`src/rtl/codec_stream_bridge_if.sv`:
```
// Handshake and sample bundle between the audio codec, the bridge and the effect chain.
// The bridge sits on the master side; the codec/chain environment sits on the slave side.
interface codec_stream_bridge_if #(
    parameter int DATA_W = 32
) ();
    logic                     audio_in_available;
    logic                     read_audio_in;
    logic signed [DATA_W-1:0] audio_in_L;
    logic signed [DATA_W-1:0] audio_in_R;
    logic                     audio_out_allowed;
    logic                     write_audio_out;
    logic signed [DATA_W-1:0] audio_out_L;
    logic signed [DATA_W-1:0] audio_out_R;
    logic                     proc_tick;
    logic signed [DATA_W-1:0] proc_in_L;
    logic signed [DATA_W-1:0] proc_in_R;
    logic signed [DATA_W-1:0] proc_out_L;
    logic signed [DATA_W-1:0] proc_out_R;

    modport master (
        input  audio_in_available, audio_in_L, audio_in_R, audio_out_allowed,
               proc_out_L, proc_out_R,
        output read_audio_in, write_audio_out, audio_out_L, audio_out_R,
               proc_tick, proc_in_L, proc_in_R
    );

    modport slave (
        output audio_in_available, audio_in_L, audio_in_R, audio_out_allowed,
               proc_out_L, proc_out_R,
        input  read_audio_in, write_audio_out, audio_out_L, audio_out_R,
               proc_tick, proc_in_L, proc_in_R
    );
endinterface

```
`src/rtl/codec_stream_bridge.sv`:
```
// Elastic stereo buffering: codec input FIFO -> effect chain (fixed latency) -> output FIFO -> codec.
// Output FIFO space is reserved at issue time, so a chain result is never dropped on capture.
module codec_stream_bridge #(
    parameter int DATA_W       = 32,
    parameter int DEPTH        = 8,
    parameter int PROC_LATENCY = 2
) (
    input  logic                  CLOCK_50,
    input  logic                  resetn,
    codec_stream_bridge_if.master bus,
    input  logic                  flag_clr,
    output logic                  overrun_flag,
    output logic                  underrun_flag
);

    localparam int PTR_W = $clog2(DEPTH);
    localparam int CNT_W = PTR_W + 1;
    localparam logic [CNT_W-1:0] DEPTH_C = CNT_W'(DEPTH);

    typedef logic signed [DATA_W-1:0] sample_t;

    sample_t in_mem_l  [DEPTH];
    sample_t in_mem_r  [DEPTH];
    sample_t out_mem_l [DEPTH];
    sample_t out_mem_r [DEPTH];

    logic [PTR_W-1:0] in_wr_ptr, in_rd_ptr, out_wr_ptr, out_rd_ptr;
    logic [CNT_W-1:0] in_count, out_count;
    logic             rd_q, wr_q, wrote_once;
    logic [PROC_LATENCY:0] vld_p;
    sample_t          proc_in_l_p0, proc_in_r_p0;
    sample_t          audio_out_l_q, audio_out_r_q;

    logic             in_full, in_empty, out_empty;
    logic             in_push, in_pop, out_push, out_pop;
    logic             blocked, inflight;
    logic [CNT_W:0]   reserved;
    logic             overrun_set, underrun_set;

    always_comb begin
        in_full      = (in_count == DEPTH_C);
        in_empty     = (in_count == '0);
        out_empty    = (out_count == '0);
        in_push      = bus.audio_in_available && !in_full && !rd_q;
        blocked      = |vld_p[PROC_LATENCY-1:0];
        inflight     = |vld_p;
        reserved     = {1'b0, out_count} + {{CNT_W{1'b0}}, inflight};
        in_pop       = !in_empty && (reserved < {1'b0, DEPTH_C}) && !blocked;
        out_push     = vld_p[PROC_LATENCY];
        out_pop      = bus.audio_out_allowed && !out_empty && !wr_q;
        overrun_set  = bus.audio_in_available && in_full;
        underrun_set = bus.audio_out_allowed && out_empty && wrote_once;
    end

    // FIFO storage: data only, no reset
    always_ff @(posedge CLOCK_50) begin
        if (in_push) begin
            in_mem_l[in_wr_ptr] <= bus.audio_in_L;
            in_mem_r[in_wr_ptr] <= bus.audio_in_R;
        end
        if (out_push) begin
            out_mem_l[out_wr_ptr] <= bus.proc_out_L;
            out_mem_r[out_wr_ptr] <= bus.proc_out_R;
        end
    end

    // Input side: codec read pulse and input FIFO bookkeeping
    always_ff @(posedge CLOCK_50 or negedge resetn) begin
        if (!resetn) begin
            rd_q      <= 1'b0;
            in_wr_ptr <= '0;
            in_rd_ptr <= '0;
            in_count  <= '0;
        end else begin
            rd_q <= in_push;
            if (in_push) in_wr_ptr <= in_wr_ptr + PTR_W'(1);
            if (in_pop)  in_rd_ptr <= in_rd_ptr + PTR_W'(1);
            unique case ({in_push, in_pop})
                2'b10:   in_count <= in_count + CNT_W'(1);
                2'b01:   in_count <= in_count - CNT_W'(1);
                default: ;
            endcase
        end
    end

    // Chain issue (p0) and capture after PROC_LATENCY further cycles
    always_ff @(posedge CLOCK_50 or negedge resetn) begin
        if (!resetn) begin
            vld_p        <= '0;
            proc_in_l_p0 <= '0;
            proc_in_r_p0 <= '0;
        end else begin
            vld_p <= {vld_p[PROC_LATENCY-1:0], in_pop};
            if (in_pop) begin
                proc_in_l_p0 <= in_mem_l[in_rd_ptr];
                proc_in_r_p0 <= in_mem_r[in_rd_ptr];
            end
        end
    end

    // Output side: codec write pulse and output FIFO bookkeeping
    always_ff @(posedge CLOCK_50 or negedge resetn) begin
        if (!resetn) begin
            wr_q          <= 1'b0;
            wrote_once    <= 1'b0;
            out_wr_ptr    <= '0;
            out_rd_ptr    <= '0;
            out_count     <= '0;
            audio_out_l_q <= '0;
            audio_out_r_q <= '0;
        end else begin
            wr_q <= out_pop;
            if (out_pop) begin
                wrote_once    <= 1'b1;
                out_rd_ptr    <= out_rd_ptr + PTR_W'(1);
                audio_out_l_q <= out_mem_l[out_rd_ptr];
                audio_out_r_q <= out_mem_r[out_rd_ptr];
            end
            if (out_push) out_wr_ptr <= out_wr_ptr + PTR_W'(1);
            unique case ({out_push, out_pop})
                2'b10:   out_count <= out_count + CNT_W'(1);
                2'b01:   out_count <= out_count - CNT_W'(1);
                default: ;
            endcase
        end
    end

    // Sticky flags: a new event outranks a simultaneous clear
    always_ff @(posedge CLOCK_50 or negedge resetn) begin
        if (!resetn) begin
            overrun_flag  <= 1'b0;
            underrun_flag <= 1'b0;
        end else begin
            if (overrun_set)       overrun_flag <= 1'b1;
            else if (flag_clr)     overrun_flag <= 1'b0;
            if (underrun_set)      underrun_flag <= 1'b1;
            else if (flag_clr)     underrun_flag <= 1'b0;
        end
    end

    assign bus.read_audio_in   = rd_q;
    assign bus.write_audio_out = wr_q;
    assign bus.audio_out_L     = audio_out_l_q;
    assign bus.audio_out_R     = audio_out_r_q;
    assign bus.proc_tick       = vld_p[0];
    assign bus.proc_in_L       = proc_in_l_p0;
    assign bus.proc_in_R       = proc_in_r_p0;

endmodule

```
`src/flat_wrapper.sv`:
```
// flat-port wrapper written by rule: the top's interface ports become plain ports
module codec_stream_bridge_flat 
#(
    parameter int DATA_W       = 32,
    parameter int DEPTH        = 8,
    parameter int PROC_LATENCY = 2
)
  (CLOCK_50, resetn, flag_clr, overrun_flag, underrun_flag, bus_audio_in_available, bus_audio_in_L, bus_audio_in_R, bus_audio_out_allowed, bus_proc_out_L, bus_proc_out_R, bus_read_audio_in, bus_write_audio_out, bus_audio_out_L, bus_audio_out_R, bus_proc_tick, bus_proc_in_L, bus_proc_in_R);
  codec_stream_bridge_if #(.DATA_W(DATA_W)) bus_i ();
  input  logic CLOCK_50;
  input  logic resetn;
  input  logic flag_clr;
  output logic overrun_flag;
  output logic underrun_flag;
  input wire logic [$bits(bus_i.audio_in_available)-1:0] bus_audio_in_available;
  input wire logic [$bits(bus_i.audio_in_L)-1:0] bus_audio_in_L;
  input wire logic [$bits(bus_i.audio_in_R)-1:0] bus_audio_in_R;
  input wire logic [$bits(bus_i.audio_out_allowed)-1:0] bus_audio_out_allowed;
  input wire logic [$bits(bus_i.proc_out_L)-1:0] bus_proc_out_L;
  input wire logic [$bits(bus_i.proc_out_R)-1:0] bus_proc_out_R;
  output wire logic [$bits(bus_i.read_audio_in)-1:0] bus_read_audio_in;
  output wire logic [$bits(bus_i.write_audio_out)-1:0] bus_write_audio_out;
  output wire logic [$bits(bus_i.audio_out_L)-1:0] bus_audio_out_L;
  output wire logic [$bits(bus_i.audio_out_R)-1:0] bus_audio_out_R;
  output wire logic [$bits(bus_i.proc_tick)-1:0] bus_proc_tick;
  output wire logic [$bits(bus_i.proc_in_L)-1:0] bus_proc_in_L;
  output wire logic [$bits(bus_i.proc_in_R)-1:0] bus_proc_in_R;
  assign bus_i.audio_in_available = bus_audio_in_available;
  assign bus_i.audio_in_L = bus_audio_in_L;
  assign bus_i.audio_in_R = bus_audio_in_R;
  assign bus_i.audio_out_allowed = bus_audio_out_allowed;
  assign bus_i.proc_out_L = bus_proc_out_L;
  assign bus_i.proc_out_R = bus_proc_out_R;
  assign bus_read_audio_in = bus_i.read_audio_in;
  assign bus_write_audio_out = bus_i.write_audio_out;
  assign bus_audio_out_L = bus_i.audio_out_L;
  assign bus_audio_out_R = bus_i.audio_out_R;
  assign bus_proc_tick = bus_i.proc_tick;
  assign bus_proc_in_L = bus_i.proc_in_L;
  assign bus_proc_in_R = bus_i.proc_in_R;
  codec_stream_bridge #(.DATA_W(DATA_W), .DEPTH(DEPTH), .PROC_LATENCY(PROC_LATENCY)) u_core (.CLOCK_50(CLOCK_50), .resetn(resetn), .bus(bus_i), .flag_clr(flag_clr), .overrun_flag(overrun_flag), .underrun_flag(underrun_flag));
endmodule
```
`config.mk`:
```
export PLATFORM = sky130hd
export DESIGN_NAME = codec_stream_bridge_flat
export DESIGN_NICKNAME = d
export VERILOG_FILES = /design/src/rtl/codec_stream_bridge_if.sv /design/src/rtl/codec_stream_bridge.sv /design/src/flat_wrapper.sv
export SDC_FILE = /design/constraint.sdc
export NUM_CORES = 1
export LEC_CHECK = 0
export ABC_CLOCK_PERIOD_IN_PS = 12600
export BUFFER_PORTS_ARGS = -buffer_cell sky130_fd_sc_hd__buf_4
export CORE_MARGIN = 3
export CORE_UTILIZATION = 55
export CTS_CLUSTER_DIAMETER = 50
export DETAILED_ROUTE_END_ITERATION = 10
export PLACE_DENSITY = 0.73
export SKIP_CTS_REPAIR_TIMING = 1
export SLEW_MARGIN = 20
export SYNTH_ARGS = -nofsm -noshare
export SYNTH_HDL_FRONTEND = slang
export SYNTH_SLANG_ARGS = --single-unit
```
`constraint.sdc`:
```
create_clock -name CLOCK_50 -period 12.6 [get_ports CLOCK_50]
set_input_delay 1.89 -clock CLOCK_50 [delete_from_list [all_inputs] [get_ports CLOCK_50]]
set_output_delay 1.89 -clock CLOCK_50 [all_outputs]
set_load 0.05 [all_outputs]
```
Word-level counts from Yosys, hierarchy flattened:

Memory sizes are Yosys's and may differ from the RTL's. A register that Yosys moved wholly into a read port is not among the register bits.
Cells that the tools add are included.

* add/subtract/negate cells: 9
* magnitude comparators: 1
* equality and inequality tests: 5
* muxes and demuxes: 9
* reductions and logical operators: 27

Operators with widths (number)
* case mux 4 bit (2 select lines): 2
* adder 3 x 1 -> 3 bit, second input constant: 4
* logical NOT 1 bit: 10
* logical AND 1 bit: 9
* adder 4 x 1 -> 4 bit, second input constant: 2
* logical NOT 4 bit: 2
* nonzero test 2 bit: 4
* subtractor 4 x 1 -> 4 bit, second input constant: 2
* 2-to-1 mux 1 bit: 7
* adder 4 x 1 -> 5 bit: 1
* less-than comparator 5 x 4 -> 1 bit, second input constant: 1
* equality test 2 x 1 -> 1 bit, second input constant: 2
* equality test 2 bit, second input constant: 2
* equality test 4 bit, second input constant: 1
* OR reduction 3 bit: 1
* OR reduction 2 bit: 1

* register bits: 28
* memory bits (writable): 1024
* bits of input ports: 133
* word-level logic and storage cells: 67
* memories: 4

Memory list
* u_core.in_mem_l: depth 8, width 32, rd ports 1, clocked after Yosys merged registers in 1, write ports 1, line codec_stream_bridge.sv:22 `sample_t in_mem_l [DEPTH];`
* u_core.in_mem_r: depth 8, width 32, rd ports 1, clocked after Yosys merged registers in 1, write ports 1, line codec_stream_bridge.sv:23 `sample_t in_mem_r [DEPTH];`
* u_core.out_mem_l: depth 8, width 32, rd ports 1, clocked after Yosys merged registers in 1, write ports 1, line codec_stream_bridge.sv:24 `sample_t out_mem_l [DEPTH];`
* u_core.out_mem_r: depth 8, width 32, rd ports 1, clocked after Yosys merged registers in 1, write ports 1, line codec_stream_bridge.sv:25 `sample_t out_mem_r [DEPTH];`

Longest topological paths before layout:

* word-level depth: 7
* depth in mapped cells: 11

Worst setup path after synthesis:

Ideal clock, no wire load.

* path kind: input to register
* start point: input bus_audio_in_available
* end point: memory u_core.in_mem_l[0][0] (netlist name), enable pin
* setup time: 0.565 ns
* data arrival time: 6.680 ns
* required time: 12.035 ns
* path slack: 5.355 ns
* stages: 4
* cells stage by stage: nand2b_1 > a21oi_2 > nand2b_1 > nor3_1

* cells in the longest elaborated chain, start to end: 4

RTL lines
* from (decl): line flat_wrapper.sv:15 `input wire logic [$bits(bus_i.audio_in_available)-1:0] bus_audio_in_available;`
* logical AND 1 bit (2 in a row): line codec_stream_bridge.sv:44 `in_push = bus.audio_in_available && !in_full && !rd_q;`
* net u_core.in_push: line codec_stream_bridge.sv:35 `logic in_push, in_pop, out_push, out_pop;`
* 2-to-1 mux 1 bit: line codec_stream_bridge.sv:57 `if (in_push) begin`
* 2-to-1 mux 1 bit (implied by the code): line codec_stream_bridge.sv:58 `in_mem_l[in_wr_ptr] <= bus.audio_in_L;`
* to (decl): line codec_stream_bridge.sv:22

The timed path passes the listed nets, and every way through them passes these cells.

Worst setup path in the final report:

* start point: input bus_audio_out_allowed
* end point: register u_core.out_count[3]

* cells in the longest elaborated chain, start to end: 4
* elaborated cells between the ends (all ways): 6

RTL lines
* from (decl): line flat_wrapper.sv:18 `input wire logic [$bits(bus_i.audio_out_allowed)-1:0] bus_audio_out_allowed;`
* logical AND 1 bit (*) (2 in a row): line codec_stream_bridge.sv:50 `out_pop = bus.audio_out_allowed && !out_empty && !wr_q;`
* equality test 2 x 1 -> 1 bit or equality test 2 bit (tied branches): line codec_stream_bridge.sv:120 `unique case ({out_push, out_pop})`
* case mux 4 bit (2 select lines) or nonzero test 2 bit (tied branches)
* to (signal assigned): line codec_stream_bridge.sv:121 `2'b10: out_count <= out_count + CNT_W'(1);`
* to (signal assigned): line codec_stream_bridge.sv:122 `2'b01: out_count <= out_count - CNT_W'(1);`
* to (decl): line codec_stream_bridge.sv:28 `logic [CNT_W-1:0] in_count, out_count;`

Mark *: on every way between the ends. The rest lies on a longest branch, timed or not.
A chain may end at the register's enable or synchronous reset.

==> flow_summary.yaml <==
run_status:
  status: "finished clean"
hold_path:
  min_path_cells: 0
  hold_path_end: "u_core.vld_p[2]"
  hold_start: "u_core.vld_p[1]"
  hp-class: "flop to flop"
worst_setup_path:
  worstPathArrival_ns: 4.21
  reg2reg_depth: 9
  critPathKind: "input port to flop"
  crit_family: "adder cells"
  startpoint_type: "input port"
  rrSetupSlack_ns: 8.95
  cp_slowest_cell: "buf_4"
  required_ns: 13.15
  reg2reg_from: "u_core.in_count[0]"
  critPathMaxStageDelay_ns: 0.59
  path_cells: "buf_4 -> nor3b_4 -> buf_4 -> ha_1 -> ha_1 -> a21oi_1 -> o21ai_0 -> o311ai_0"
  crit_path_max_fanout: 66
  worstSetupEndpointType: "flop"
  r2r-end: "u_core.in_count[3]"
  critPathBufInv: 2
floorplan:
  die_w_um: 289
  num_rows: 103
  io_pins: 266
  core_area_um2: 79300
  initial_core_util_pct: 55.7
  dieArea_um2: 83700
  die_y_um: 289
global_route:
  grt_overflow: 0
  antenna_found_initial: 14
  track_usage_pct: 21.6
  grt_pass1_wl_um: 135000
  grt_max_degree: 96
  grt_pass1_vias: 21900
place:
  dp_slack_ns: 8.26
  hpwl_um: 47900
  port_buffers: 265
  globalplace.congestion: 0.769
clocking:
  cts_buffers: 121
  root_buffer: "clkbuf_16"
  clk_pin_slew_ns: 0.06
  cts_tree: "yes"
  clkSinkCount: 1180
  clk_latency_ns: 0.68
  htreeDepth: 3
  clock_path_buffers: 3
timing:
  fin_tns_setup_ns: 0
  fin_ws_ns: 8.94
  final.setup_skew_ns: 0.0187
  rsz0062_at_grt: "no"
  hold_viol: 0
  fin_crit_sh_pct: 29.1
  maxSlewHeadroom_pct: 25.8
  setup_viol: 0
  worst_hold_slack_ns: 0.378
  worst_pin_slew_ns: 1.11
  drv_slew: 0
  max_freq_mhz: 273
  fin_crit_ns: 3.66
routing:
  firstDrtPassIters: 5
  wl_per_cell_um: 25.2
  wl_um: 88800
  drc: 0
  drt_iter0_drc: 1650
  ant_nets: 0
  vias: 20600
  routed_via_density: 5.85
synthesis:
  synth.avg_cell_area_um2: 21.7
  ys_seq_elements: 1180
  yosys_most_used_dff: "edfxtp_1"
  synth-async-reset-ratio_pct: 13.2
  synth-edff-count: 1024
  synth_cells: 2035
  syn_area_um2: 44200
  synth_warnings: 0
  ys_seq_area_share_pct: 78.5
  synth_cell_types: 41
  synth_nets: 2180
cells_and_area:
  drive_gt1_share_pct: 31.5
  final_nets: 2497
  syn_to_final_growth_pct: 16.5
  layout_commonest_cell: "edfxtp_1"
  final_cell_mix: "edfxtp_1, buf_4, mux4_2"
power:
  p_per_area_nw_per_um2: 246
  power.total_uw: 12700
  p_int_uw: 8560
  switching_power_uw: 4110
  power_frac_clock_pct: 28.3
  combPwrFrac_pct: 29.2
  p_leak_uw: 0.0176
  p_seq_share_pct: 42.5
  ir_worst_vdd_mv: 0.200
  sw_frac_of_total_pct: 32.5
flow_run:
  drv_cap: 0
## synth_stat cells, types with 13 or more instances
cell type	count	share of area (%)
a21oi_1	66	0.75
buf_1	13	0.11
buf_2	39	0.44
buf_4	21	0.36
clkbuf_1	20	0.17
dfrtp_1	156	8.8
edfxtp_1	1024	70
inv_1	13	0.11
mux2i_1	130	2.9
mux4_2	256	13
nand2_1	78	0.66
nor2_1	76	0.65
o21ai_0	65	0.74
## per-layer routing
layer	vias up	track usage, %	wire length [µm]
li1	8932	-	-
met1	10900	28.6	34800
met2	613	36.6	45700
met3	152	4.97	6100
met4	10	6.00	2010
met5	-	0	67
## state kept, by name, indices dropped and copies added (netlist names), 32 cells and up
register / cells
u_core.bus.proc_in_L: 32
u_core.in_mem_l: 256
u_core.bus.audio_out_L: 32
u_core.bus.audio_out_R: 32
u_core.in_mem_r: 256
u_core.out_mem_l: 256
u_core.out_mem_r: 256
u_core.bus.proc_in_R: 32
## area by class of cell
type / count / area (µm²)
antenna: 10 / 25.0
clock buffer: 172 / 3460
clock inverter: 60 / 672
fill: 5131 / 27800
inverter: 14 / 52.6
multi-input combinational: 739 / 9020
sequential: 1180 / 34700
tap: 1050 / 1310
timing repair buffer: 296 / 2260
## how the worst max path moves through the flow
stage | depth (start not counted) | end | slack [ns] | from
after floorplan | 4 | u_core.in_mem_l[0][0] | 5.36 | bus_audio_in_available
after global placement | 8 | u_core.out_count[3] | 8.37 | bus_audio_out_allowed
after detailed placement | 8 | u_core.out_count[3] | 8.26 | bus_audio_out_allowed
after CTS | 5 | u_core.bus.proc_in_L[28] | 8.65 | u_core.in_rd_ptr[0]
after global routing | 5 | u_core.bus.proc_in_R[13] | 8.69 | u_core.in_rd_ptr[0]
final | 8 | u_core.out_count[3] | 8.94 | bus_audio_out_allowed
## worst reg2reg max path: stages (launching register included)
cell and delay [ns]:
dfrtp_1 0.43, or3_1 0.43, o211ai_4 0.83, inv_2 0.16, ha_1 0.32, ha_1 0.31
a21o_1 0.20, a2111oi_0 0.43, a41oi_1 0.09, a311o_1 0.33
## power groups by stage
stage | Combinational [µW] | Sequential, µW | Clock [µW]
after floorplan | 2200 | 5920 | 0
after global placement | 3680 | 5430 | 0
after detailed placement | 3760 | 5460 | 0
after CTS | 3780 | 5400 | 3650
after global routing | 3990 | 5460 | 3820
final | 3710 | 5380 | 3580
## metrics by stage
| stage | cell area [µm²] | utilization, % | instances |
|---|---|---|---|
| 5_1_grt | 51500 | 64.9 | 3513 |
| 6_report | 51500 | 64.9 | 3521 |
| 3_5_place_dp | 47300 | 59.6 | 3278 |
| 3_3_place_gp | 47300 | 59.6 | 3278 |
| 2_1_floorplan | 44200 | - | 2035 |
| 4_1_cts | 51400 | 64.8 | 3510 |
## cell families (layout without fill, tap and decap cells)
logic type / after synthesis / after routing / share of synthesized area, %
AO/OA/AOI/OAI: 143 / 143 / 1.69
XOR/XNOR: 12 / 12 / 0.238
adder cells (fa/ha/maj): 12 / 12 / 0.374
buffers and inverters: 116 / 542 / 1.42
flip-flops: 1180 / 1180 / 78.5
multiplexers: 389 / 389 / 16.1
other: 0 / 10 / 0
AND/OR/NAND/NOR: 183 / 183 / 1.73
No activity file was read; power rests on OpenSTA's default activity.
